**src/rtl/ecc_pkg.sv**
```systemverilog
// Shared defaults and requester-id encoding for the ECC encoder arbiter.
package ecc_pkg;

    localparam int unsigned DATA_W_DEF = 64;
    localparam int unsigned CHK_W_DEF  = 8;
    localparam int unsigned LAT_DEF    = 2;

    typedef enum logic {
        REQ0 = 1'b0,
        REQ1 = 1'b1
    } req_id_t;

endpackage

```
**src/rtl/ecc_rr_arb2.sv**
```systemverilog
// Two-way round-robin arbiter. The pointer holds the last granted requester
// and moves only when the caller signals that the granted word was taken.
module ecc_rr_arb2
    import ecc_pkg::*;
(
    input  logic    clk,
    input  logic    rst_n,
    input  logic    valid0,
    input  logic    valid1,
    input  logic    update,
    output logic    gnt_valid,
    output req_id_t gnt_id
);

    req_id_t last;

    // Grant the lone requester, or on a tie the one not granted last.
    always_comb begin
        gnt_valid = valid0 | valid1;
        gnt_id    = REQ0;
        if (valid0 && valid1) begin
            gnt_id = (last == REQ0) ? REQ1 : REQ0;
        end else if (valid1) begin
            gnt_id = REQ1;
        end
    end

    // Pointer starts at REQ1 so that req0 wins the first tie after reset.
    always_ff @(posedge clk or negedge rst_n) begin
        if (!rst_n) begin
            last <= REQ1;
        end else if (update && gnt_valid) begin
            last <= gnt_id;
        end
    end

endmodule

```
**src/rtl/ecc_enc_arb.sv**
```systemverilog
// Arbitrates two requesters onto one external pipelined ECC encoder and
// tracks which requester owns each word with a shadow valid/id pipeline.
module ecc_enc_arb
    import ecc_pkg::*;
#(
    parameter int unsigned DATA_W = DATA_W_DEF,
    parameter int unsigned CHK_W  = CHK_W_DEF,
    parameter int unsigned LAT    = LAT_DEF
) (
    input  logic              ecc_clk,
    input  logic              ecc_reset_n,
    input  logic              req0_valid,
    input  logic [DATA_W-1:0] req0_data,
    output logic              req0_ready,
    input  logic              req1_valid,
    input  logic [DATA_W-1:0] req1_data,
    output logic              req1_ready,
    output logic              enc_reset,
    output logic              enc_clken,
    output logic [DATA_W-1:0] enc_data_in,
    input  logic [DATA_W-1:0] enc_data_out,
    input  logic [CHK_W-1:0]  enc_chkbits_out,
    output logic              out_valid,
    input  logic              out_ready,
    output logic [DATA_W-1:0] out_data,
    output logic [CHK_W-1:0]  out_chk,
    output logic              out_id,
    output logic [15:0]       word_cnt
);

    logic    adv;
    logic    fire;
    logic    gnt_valid;
    req_id_t gnt_id;
    logic    stage_valid [LAT];
    req_id_t stage_id    [LAT];

    ecc_rr_arb2 u_arb (
        .clk       (ecc_clk),
        .rst_n     (ecc_reset_n),
        .valid0    (req0_valid),
        .valid1    (req1_valid),
        .update    (adv),
        .gnt_valid (gnt_valid),
        .gnt_id    (gnt_id)
    );

    assign out_valid = stage_valid[LAT-1];
    assign out_id    = stage_id[LAT-1];
    assign out_data  = enc_data_out;
    assign out_chk   = enc_chkbits_out;
    assign enc_reset = ~ecc_reset_n;

    // The whole encoder path moves together whenever the output slot can drain.
    always_comb begin
        adv         = ~out_valid | out_ready;
        fire        = adv & gnt_valid;
        enc_clken   = adv;
        req0_ready  = fire & (gnt_id == REQ0);
        req1_ready  = fire & (gnt_id == REQ1);
        enc_data_in = '0;
        if (gnt_valid) begin
            enc_data_in = (gnt_id == REQ1) ? req1_data : req0_data;
        end
    end

    // Shadow pipeline mirrors the encoder stages; bubbles carry id 0.
    always_ff @(posedge ecc_clk or negedge ecc_reset_n) begin
        if (!ecc_reset_n) begin
            for (int unsigned k = 0; k < LAT; k++) begin
                stage_valid[k] <= 1'b0;
                stage_id[k]    <= REQ0;
            end
        end else if (adv) begin
            stage_valid[0] <= fire;
            stage_id[0]    <= fire ? gnt_id : REQ0;
            for (int unsigned k = 1; k < LAT; k++) begin
                stage_valid[k] <= stage_valid[k-1];
                stage_id[k]    <= stage_id[k-1];
            end
        end
    end

    // Count downstream handshakes, wrapping naturally at 16 bits.
    always_ff @(posedge ecc_clk or negedge ecc_reset_n) begin
        if (!ecc_reset_n) begin
            word_cnt <= '0;
        end else if (out_valid && out_ready) begin
            word_cnt <= word_cnt + 16'd1;
        end
    end

endmodule

```
**config.mk**
```make
export PLATFORM = sky130hd
export DESIGN_NAME = ecc_enc_arb
export DESIGN_NICKNAME = d
export VERILOG_FILES = /design/src/rtl/ecc_pkg.sv /design/src/rtl/ecc_rr_arb2.sv /design/src/rtl/ecc_enc_arb.sv
export SDC_FILE = /design/constraint.sdc
export NUM_CORES = 1
export LEC_CHECK = 0
export ABC_AREA = 0
export CAP_MARGIN = 20
export CORE_AREA = 2 2 142 144
export DETAILED_ROUTE_END_ITERATION = 16
export DIE_AREA = 0 0 144 146
export PLACE_DENSITY = 0.48
export REMOVE_ABC_BUFFERS = 1
export SLEW_MARGIN = 0
export SYNTH_ARGS = -nofsm -noshare
export SYNTH_HDL_FRONTEND = slang
export SYNTH_SLANG_ARGS = --single-unit
export TNS_END_PERCENT = 5
```
**constraint.sdc**
```tcl
create_clock -name ecc_clk -period 2.9 [get_ports ecc_clk]
set_input_delay 0.435 -clock ecc_clk [delete_from_list [all_inputs] [get_ports ecc_clk]]
set_output_delay 0.435 -clock ecc_clk [all_outputs]
set_load 0.1 [all_outputs]
```
# Yosys cells after proc, flatten, opt, wreduce, memory -nomap -nowiden
# Index checks and enable logic that the tools add are counted.
[word_totals]
reg_bits = 21
in_bits = 205
output_inout_bits = 158
word_cells = 24
[classes]
n_addsub = 1
n_mux = 6
n_bitwise = 8
reduce_logical = 3
[ops]
columns = ["op", "count"]
rows = [
  ["64-bit two-way mux", 2],
  ["16-bit by 1-bit adder with 16-bit output (second input constant)", 1],
  ["1-bit two-way mux", 4],
  ["1-bit AND", 3],
  ["1-bit logical AND", 3],
  ["1-bit inverter", 3],
  ["1-bit bitwise OR", 2],
]

# Logic depth before layout (Yosys ltp)
# Gate-level depths: netlist of the first run.
[logic_depth]
depth_word = 4
ltp_mapped = 5
depth_no_buf = 5

# By module
# From an unflattened synthesis of the first run, not the netlist that was laid out.
[unflattened]
hier_cells = 293
area_unflattened_um2 = 2608.8
[modules_own_cells]
columns = ["mod", "instances", "cells_each", "area_per_inst_um2", "seq_area_each_um2"]
rows = [
  ["ecc_enc_arb", 1, 288, 2557.5, 500.5],
  ["ecc_rr_arb2", 1, 5, 51.3, 26.3],
]

# Worst setup path before layout of the first run
# No wires, ideal clock.
[synth_path]
path_type = "reg-to-output"
start = "register u_arb.last"
end = "output enc_data_in[59]"
arrival_ps = 3036
t_required_ps = 2465
path_slack_ps = -571
stages_incl_launch_ff = 5
n_path_buf = 2
cell_sequence = "dfstp_2 -> a21boi_2 -> buf_2 -> buf_2 -> o21ai_0"
[synth_between]
elab_chain_cells = 4
[synth_rtl]
columns = ["element", "line_no", "text"]
rows = [
  ["start: declaration", "ecc_rr_arb2.sv:15", "req_id_t last;"],
  ["start signal: assignment", "ecc_rr_arb2.sv:33", "last <= gnt_id;"],
  ["1-bit two-way mux", "ecc_rr_arb2.sv:22", "gnt_id = (last == REQ0) ? REQ1 : REQ0;"],
  ["1-bit two-way mux", "ecc_rr_arb2.sv:21", "if (valid0 && valid1) begin"],
  ["64-bit two-way mux", "ecc_enc_arb.sv:63", "enc_data_in = (gnt_id == REQ1) ? req1_data : req0_data;"],
  ["64-bit two-way mux", "ecc_enc_arb.sv:62", "if (gnt_valid) begin"],
  ["end: declaration", "ecc_enc_arb.sv:20", "output logic [DATA_W-1:0] enc_data_in,"],
]
# Every way passes these cells.

# Worst setup path in the final report of the first run
[layout_path]
start = "input req1_valid"
end = "output enc_data_in[44]"
[layout_between]
elab_chain_cells = 4
word_cells_on_any_way = 6
classes_between = "mux: 4; bitwise: 1; reduce/logical: 1"
[layout_rtl]
columns = ["element", "line_no", "text"]
rows = [
  ["start: declaration", "ecc_enc_arb.sv:15", "input logic req1_valid,"],
  ["1-bit two-way mux or 1-bit logical AND (tied branches)", "ecc_rr_arb2.sv:23, ecc_rr_arb2.sv:21", ""],
  ["1-bit two-way mux", "ecc_rr_arb2.sv:21", ""],
  ["64-bit two-way mux", "ecc_enc_arb.sv:63", ""],
  ["64-bit two-way mux *", "ecc_enc_arb.sv:62", ""],
]
# Mark *: on every way between the ends. The rest lies on a longest branch, timed or not.

==> impl_metrics.sql, run 1 <==
INSERT INTO impl_metrics (metric_group, metric, value, unit) VALUES
('cts', 'clock_buffers_created_by_tritoncts', '3', ''),
('setup_path', 'path_cells', 'clkdlybuf4s50_1 > a21boi_4 > buf_12 > nand2_1 > o21ai_0 > buf_12', ''),
('drt', 'wl_met2', '6960', 'um'),
('drt', 'wirelength', '19200', 'um'),
('synth', 'synth_area_leaders', 'buf_4 (23%), nand2_1 (21%), dfrtp_1 (21%), o21ai_0 (13%), xnor2_1 (3.7%)', ''),
('floorplan', 'dieArea', '21000', 'um^2'),
('floorplan', 'die_x', '144', 'um'),
('sta', 'post-route-worst-setup-slack', '0.363', 'ns'),
('sta', 'clock-skew-final', '0.00423', 'ns'),
('cts', 'post_cts_setup_buffer_count', '0', ''),
('sta', 'finalHoldWorstSlack', '0.465', 'ns'),
('sta', 'timing.final.crit_share', '87.5', '%'),
('sta', 'timing.final.hold_violations', '0', ''),
('floorplan', 'ios', '363', ''),
('drt', 'detailed_routing_iteration_count_for_the_pre_antenna_repair_pass', '4', ''),
('finish', 'design_area', '5020', 'um^2'),
('place', 'dpl-instance-area', '4940', 'um^2'),
('synth', 'number_of_flip_flops_and_latches_in_the_synthesized_netlist', '21', ''),
('cts', 'clk_pin_slew', '0.06', 'ns'),
('cts', 'cts_hold_repair.buffers', '0', ''),
('finish', 'fraction_of_layout_instances_using_a_drive_strength_above_1', '21.4', '%'),
('setup_path', 'end_kind', 'output port', ''),
('floorplan', 'placement_rows', '51', ''),
('drt', 'met3_length', '4960', 'um'),
('worst_hold_path', 'worstHoldPathType', 'reg2reg', ''),
('drt', 'antenna_left', '0', ''),
('synth', 'count_of_distinct_cell_types_in_the_synthesized_netlist', '27', ''),
('drt', 'vias', '2946', ''),
('synth', 'synth_ff_type', 'dfrtp_1', ''),
('setup_path', 'criticalPathCategory', 'in2out', ''),
('sta', 'setup_viol', '0', ''),
('drt', 'top_signal_layer_used', 'met5', ''),
('place', 'placed_cells', '756', ''),
('drt', 'drt-vias-per-instance', '3.87', ''),
('synth', 'yosysWarnings', '0', ''),
('cts', 'clkSinkCount', '21', ''),
('synth', 'edff_count_synth', '0', ''),
('place', 'total_half_perimeter_wirelength_after_legalization_and_detailed_placement', '16600', 'um'),
('setup_path', 'cpMaxStageDelayCell', 'clkdlybuf4s50_1', ''),
('setup_path', 'rr_worst_depth', '5', ''),
('cts', 'h-tree-depth', '1', ''),
('synth', 'ys_seq_area_share', '22.4', '%'),
('cts', 'clkLatencyLatePin', '0.25', 'ns'),
('place', 'io_buffers', '218', ''),
('sta', 'worst_pin_slew', '0.501', 'ns'),
('run_status', 'status', 'complete, no violations', ''),
('drt', 'detail_route.drc_violations', '0', ''),
('synth', 'async_reset_ff_share', '100', '%'),
('cts', 'cts_tree', 'yes', ''),
('setup_path', 'cp.arrival', '2.10', 'ns'),
('setup_path', 'critical_path_required', '2.47', 'ns'),
('floorplan', 'starting_density_of_the_core', '12.2', '%'),
('setup_path', 'crit_path_max_fanout', '67', ''),
('synth', 'postSynthCellCount', '361', ''),
('cts', 'cts_resized', '0', ''),
('grt', 'globalRoute.totalOverflow', '0', ''),
('setup_path', 'worst-path-buf-inv', '3', ''),
('drt', 'detail_route.wl_per_cell', '25.2', 'um'),
('grt', 'grt_pass1_wl', '25000', 'um'),
('drt', 'first_iter_violations', '133', ''),
('finish', 'multiInputGateArea', '1190', 'um^2'),
('synth', 'synthDominantAreaCellType', 'buf_4', ''),
('synth', 'mean_cell_area_of_the_mapped_netlist', '6.53', 'um^2'),
('drt', 'drt-met1-wl', '7000', 'um'),
('finish', 'fill_cells', '2102', ''),
('power', 'power.density_cell_area', '579', 'nW/um^2'),
('floorplan', 'floorplan.core_area', '19300', 'um^2'),
('cts', 'cts_max_path_buffers', '2', ''),
('grt', 'global_route.usage.total', '17.3', '%'),
('run', 'max_cap_violations', '0', ''),
('synth', 'mappedNetlistArea', '2360', 'um^2');
## final cells by class
cell class	count	area share, %
clock inverter	1	0.0997
timing repair buffer	224	57.4
multi-input combinational	244	23.6
inverter	2	0.150
tap	265	6.60
sequential	21	10.5
antenna	2	0.0997
clock buffer	3	1.50
## kinds of logic after synthesis
logic type	share of synthesized area, %
AOI/OAI and AO/OA	15.0
xor gates and xnor gates	5.58
adders and majority gates	0.531
buffers and inverters	27.6
DFF	22.4
muxes	1.43
and+or+nand+nor	27.6
## power breakdown
| part | switching, mW | leakage, nW | internal, mW |
|---|---|---|---|
| sequential | 0.0683 | 0.267 | 0.352 |
| clock | 0.110 | 0.0409 | 0.185 |
| combinational | 1.48 | 1.76 | 0.710 |
## worst paths after layout
check                                           startpoint                       end  slack (ns)
min in group asynchronous                      ecc_reset_n   word_cnt[3]$_DFFE_PN0P_        0.56
worst max register to register     word_cnt[0]$_DFFE_PN0P_  word_cnt[10]$_DFFE_PN0P_        1.41
worst min-delay path            stage_valid[1]$_DFFE_PN0N_     out_valid$_DFFE_PN0N_        0.46
max in group asynchronous                      ecc_reset_n    u_arb.last$_DFFE_PN1P_        2.06
worst min register to register  stage_valid[1]$_DFFE_PN0N_     out_valid$_DFFE_PN0N_        0.46
worst max-delay path                            req1_valid           enc_data_in[44]        0.36
## synthesized netlist by cell type, types with 2 or more instances
cell type / n
nand4_1: 2
inv_1: 2
dfrtp_1: 20
o21ai_0: 60
and4_1: 2
nand2_1: 134
o21ai_1: 5
xnor2_1: 10
nand2b_1: 2
buf_2: 12
xor2_1: 5
nand3_1: 4
nor2_1: 6
buf_4: 73
a21oi_1: 2
mux2_2: 3
clkbuf_1: 9
## flip-flops by register name (all words and copies together) (netlist names)
register and cells:
word_cnt 16, stage_valid 1, out_valid 1, out_id 1
u_arb.last 1, stage_id 1
## layer usage
| layer | vias up | GRT usage, % |
|---|---|---|
| met5 | - | 8.61 |
| met4 | 8 | 1.03 |
| met3 | 12 | 21.2 |
| met2 | 313 | 22.3 |
| met1 | 1257 | 18.2 |
| li1 | 1356 | - |
## worst reg2reg max path, stage by stage (launching register included)
cell and delay, ns:
dfrtp_1 0.42, ha_1 0.18, nand3_1 0.14, nor3_2 0.32
nand4_1 0.17, xnor2_1 0.15
## metrics by stage
step / total power, mW / setup TNS, ns
6_report: 2.91 / 0
2_1_floorplan: 1.76 / -162.75
3_5_place_dp: 2.63 / 0
5_1_grt: 3.01 / 0
3_3_place_gp: 2.63 / 0
4_1_cts: 2.93 / 0
## layout by cell type (no fill, tap or decap), drive strengths merged, types with 2 or more instances in the layout
cell type / netlist / layout
a21oi: 2 / 2
o21ai: 65 / 65
clkbuf: 9 / 3
nand2: 134 / 134
mux2: 3 / 3
clkdlybuf4s50: 0 / 131
nand4: 3 / 3
dfrtp: 20 / 20
nand2b: 2 / 2
and4: 2 / 2
inv: 2 / 2
diode: 0 / 2
nand3: 5 / 5
buf: 85 / 93
nor3: 2 / 2
nor2: 6 / 6
xor2: 5 / 5
xnor2: 10 / 10
(Power assumes the default switching activity.)
==> run 2: changes to the inputs <==
--- a/config.mk
+++ b/config.mk
@@ -7,13 +7,14 @@
 export LEC_CHECK = 0
 export ABC_AREA = 0
 export CAP_MARGIN = 20
-export CORE_AREA = 2 2 142 144
+export CORE_AREA = 2 2 140 142
 export DETAILED_ROUTE_END_ITERATION = 16
-export DIE_AREA = 0 0 144 146
-export PLACE_DENSITY = 0.48
+export DIE_AREA = 0 0 142 144
+export PLACE_DENSITY = 0.51
 export REMOVE_ABC_BUFFERS = 1
 export SLEW_MARGIN = 0
 export SYNTH_ARGS = -nofsm -noshare
 export SYNTH_HDL_FRONTEND = slang
+export SYNTH_HIERARCHICAL = 1
 export SYNTH_SLANG_ARGS = --single-unit
 export TNS_END_PERCENT = 5
==> impl_metrics.sql, run 2 <==
INSERT INTO impl_metrics (metric_group, metric, value, unit) VALUES
('run_status', 'status', 'complete, no violations', ''),
('sta', 'finalHoldWorstSlack', '0.439', 'ns'),
('synth', 'synth_ff_type', 'dfrtp_1', ''),
('finish', 'layoutNonFillerInstCount', '670', ''),
('setup_path', 'crit_path_max_fanout', '23', ''),
('synth', 'ys_seq_area_share', '20.2', '%'),
('place', 'place_ws', '0.212', 'ns'),
('power', 'share_clk_of_total_power', '9.7', '%'),
('floorplan', 'floorplan.core_area', '19100', 'um^2'),
('sta', 'tns', '0', 'ns'),
('setup_path', 'timing.rr.start', 'word_cnt[0]$_DFFE_PN0P_', ''),
('synth', 'list_of_most_frequent_post_synthesis_cells', 'buf_4 (76), mux2i_1 (64), nor2b_1 (64)', ''),
('worst_hold_path', 'critical_hold_path_startpoint', 'stage_valid[1]$_DFFE_PN0N_', ''),
('cts', 'clkSinkCount', '21', ''),
('setup_path', 'cp.arrival', '2.24', 'ns'),
('finish', 'fill_cells', '1993', ''),
('floorplan', 'ios', '363', ''),
('power', 'power.combinational.fraction', '75.3', '%'),
('finish', 'fraction_of_layout_instances_using_a_drive_strength_above_1', '23.9', '%'),
('drt', 'wirelength', '16800', 'um'),
('power', 'power.density_cell_area', '561', 'nW/um^2'),
('floorplan', 'dieArea', '20400', 'um^2'),
('finish', 'area_delta_synth_final', '101', '%'),
('sta', 'setup_viol', '0', ''),
('finish', 'mostFrequentLayoutCell', 'clkdlybuf4s50_1', ''),
('synth', 'synth_most_common_cell', 'buf_4', ''),
('finish', 'most_flop_heavy_register', 'word_cnt', ''),
('cts', 'clock_buffers_created_by_tritoncts', '3', ''),
('setup_path', 'rrSetupSlack', '1.32', 'ns'),
('sta', 'final_max_slew_viol_count', '0', ''),
('sta', 'timing.final.crit_share', '92.1', '%'),
('cts', 'post_cts_setup_buffer_count', '0', ''),
('drt', 'drt-vias-per-instance', '3.98', ''),
('power', 'net-switching-power', '1.64', 'mW'),
('worst_hold_path', 'worstHoldPathType', 'reg2reg', ''),
('power', 'vdd_drop_max', '0.000262', 'V'),
('finish', 'design_area', '5250', 'um^2'),
('floorplan', 'starting_density_of_the_core', '13.7', '%'),
('synth', 'edff_count_synth', '0', ''),
('synth', 'synthDominantAreaCellType', 'mux2i_1', ''),
('grt', 'grtUsageMet2', '18.4', '%'),
('setup_path', 'startpoint_type', 'primary input', ''),
('worst_hold_path', 'hold-path-cell-count', '2', ''),
('sta', 'worst_pin_slew', '0.400', 'ns'),
('floorplan', 'die_height', '144', 'um'),
('place', 'io_buffers', '218', ''),
('place', 'finalWeightedCongestion', '0.750', ''),
('sta', 'max_freq', '374', 'MHz'),
('cts', 'clk_pin_slew', '0.06', 'ns'),
('synth', 'mean_cell_area_of_the_mapped_netlist', '8.90', 'um^2'),
('synth', 'synth_top_area_share', '24.6', '%'),
('cts', 'cts_hold_repair.buffers', '0', ''),
('place', 'dpl-instance-area', '5170', 'um^2'),
('power', 'total_power', '2.95', 'mW'),
('drt', 'antenna_left', '0', ''),
('synth', 'synth_area_leaders', 'mux2i_1 (25%), buf_4 (22%), dfrtp_1 (19%), nor2b_1 (15%), xnor2_1 (3.0%)', ''),
('synth', 'postSynthCellCount', '293', ''),
('finish', 'finalCoreUtilization', '27.5', '%'),
('cts', 'h-tree-depth', '1', ''),
('sta', 'timing.final.hold_violations', '0', ''),
('setup_path', 'worstReg2RegEnd', 'word_cnt[12]$_DFFE_PN0P_', ''),
('drt', 'vias', '2668', ''),
('cts', 'cts_tree', 'yes', ''),
('setup_path', 'criticalPathCategory', 'in2out', ''),
('grt', 'grt_antenna_before_repair', '4', ''),
('place', 'placed_cells', '665', ''),
('grt', 'first_global_vias', '2633', ''),
('sta', 'clock-skew-final', '0.00128', 'ns'),
('synth', 'number_of_flip_flops_and_latches_in_the_synthesized_netlist', '21', ''),
('setup_path', 'rr_worst_depth', '5', ''),
('drt', 'detail_route.drc_violations', '0', ''),
('worst_hold_path', 'hold_end', 'out_valid$_DFFE_PN0N_', ''),
('finish', 'layout_common_cells', 'clkdlybuf4s50_1 (132), buf_12 (70), mux2i_1 (64), nor2b_1 (64)', ''),
('drt', 'first_iter_violations', '78', ''),
('cts', 'cts_root_buffer', 'clkbuf_16', ''),
('setup_path', 'critical_path_required', '2.47', 'ns'),
('synth', 'count_of_distinct_cell_types_in_the_synthesized_netlist', '31', ''),
('cts', 'cts_resized', '0', ''),
('floorplan', 'placement_rows', '51', ''),
('grt', 'globalRoute.totalOverflow', '0', ''),
('synth', 'mappedNetlistArea', '2610', 'um^2'),
('place', 'total_half_perimeter_wirelength_after_legalization_and_detailed_placement', '13800', 'um'),
('cts', 'cts_max_path_buffers', '2', ''),
('synth', 'yosysWarnings', '6', ''),
('finish', 'layout.nets', '638', ''),
('cts', 'clkLatencyLatePin', '0.25', 'ns'),
('synth', 'async_reset_ff_share', '100', '%'),
('grt', 'grt_start_max_net_pins', '67', ''),
('sta', 'final.min_clock_period', '2.67', 'ns'),
('grt', 'global_route.usage.total', '15.3', '%'),
('power', 'intPower', '1.31', 'mW'),
('grt', 'grt_pass1_wl', '21600', 'um'),
('power', 'leakage', '2.21', 'nW'),
('run', 'max_cap_violations', '0', ''),
('sta', 'grt_setup_unrepaired', 'false', ''),
('sta', 'post-route-worst-setup-slack', '0.229', 'ns'),
('floorplan', 'die_x', '142', 'um'),
('grt', 'm3_gr_usage', '15.7', '%'),
('drt', 'detail_route.wl_per_cell', '25.0', 'um'),
('grt', 'met1_use_gr', '18.3', '%'),
('finish', 'largest_register_ff_count', '16', ''),
('setup_path', 'end_kind', 'output port', ''),
('power', 'p_sw_share', '55.5', '%'),
('power', 'seqPwrFrac', '15.1', '%'),
('sta', 'timing.slew.headroom', '73.3', '%'),
('grt', 'grt-busiest-layer', 'met2', ''),
('drt', 'detailed_routing_iteration_count_for_the_pre_antenna_repair_pass', '5', '');
## run 2: worst max-delay path by stage
stage	slack [ns]	cells past startpoint	from	endpoint
6_report	0.23	6	req1_valid	enc_data_in[55]
5_1_grt	0.12	6	req1_valid	enc_data_in[33]
4_1_cts	0.20	6	req1_valid	enc_data_in[10]
3_5_place_dp	0.21	6	req1_valid	enc_data_in[10]
3_3_place_gp	0.22	6	req1_valid	enc_data_in[15]
2_1_floorplan	-8.04	2	req1_valid	req0_ready
## run 2: cell families (layout without fill, tap and decap cells)
family	Yosys count	count (layout)	share of synthesized area, %
AND/OR/NAND/NOR	94	94	23.5
buffers and inverters	91	229	24.2
multiplexers	66	66	25.4
flip-flops	21	21	20.2
XOR/XNOR	15	15	5.04
AO/OA/AOI/OAI	5	5	1.20
adder cells (fa/ha/maj)	1	1	0.480
other	0	1	0
## run 2: power groups by stage
stage | Combinational (mW) | Sequential (mW) | Clock [mW]
finish | 2.22 | 0.444 | 0.285
global route | 2.29 | 0.451 | 0.308
CTS | 2.24 | 0.444 | 0.293
detailed placement | 2.24 | 0.447 | 0
global placement | 2.23 | 0.442 | 0
floorplan | 1.14 | 0.770 | 0
## run 2: area by class of cell
type	count	area (um^2)	share of cell area, %
timing repair buffer	222	2870	54.7
multi-input combinational	181	1460	27.8
sequential	21	527	10.0
tap	238	298	5.67
clock buffer	4	78.8	1.50
inverter	3	11.3	0.214
antenna	1	2.50	0.0476
## run 2: routing by layer
layer / wire length, um / share of wire [%]
met5: 268 / 1.6
met4: 86 / 0.51
met2: 6240 / 37
met1: 6670 / 40
met3: 3500 / 21
## run 2: critical path, cell delays in order
cell and delay (ns):
clkdlybuf4s50_1 0.54, a21boi_4 0.27, buf_4 0.40, mux2i_1 0.13, nor2b_1 0.23, buf_12 0.21
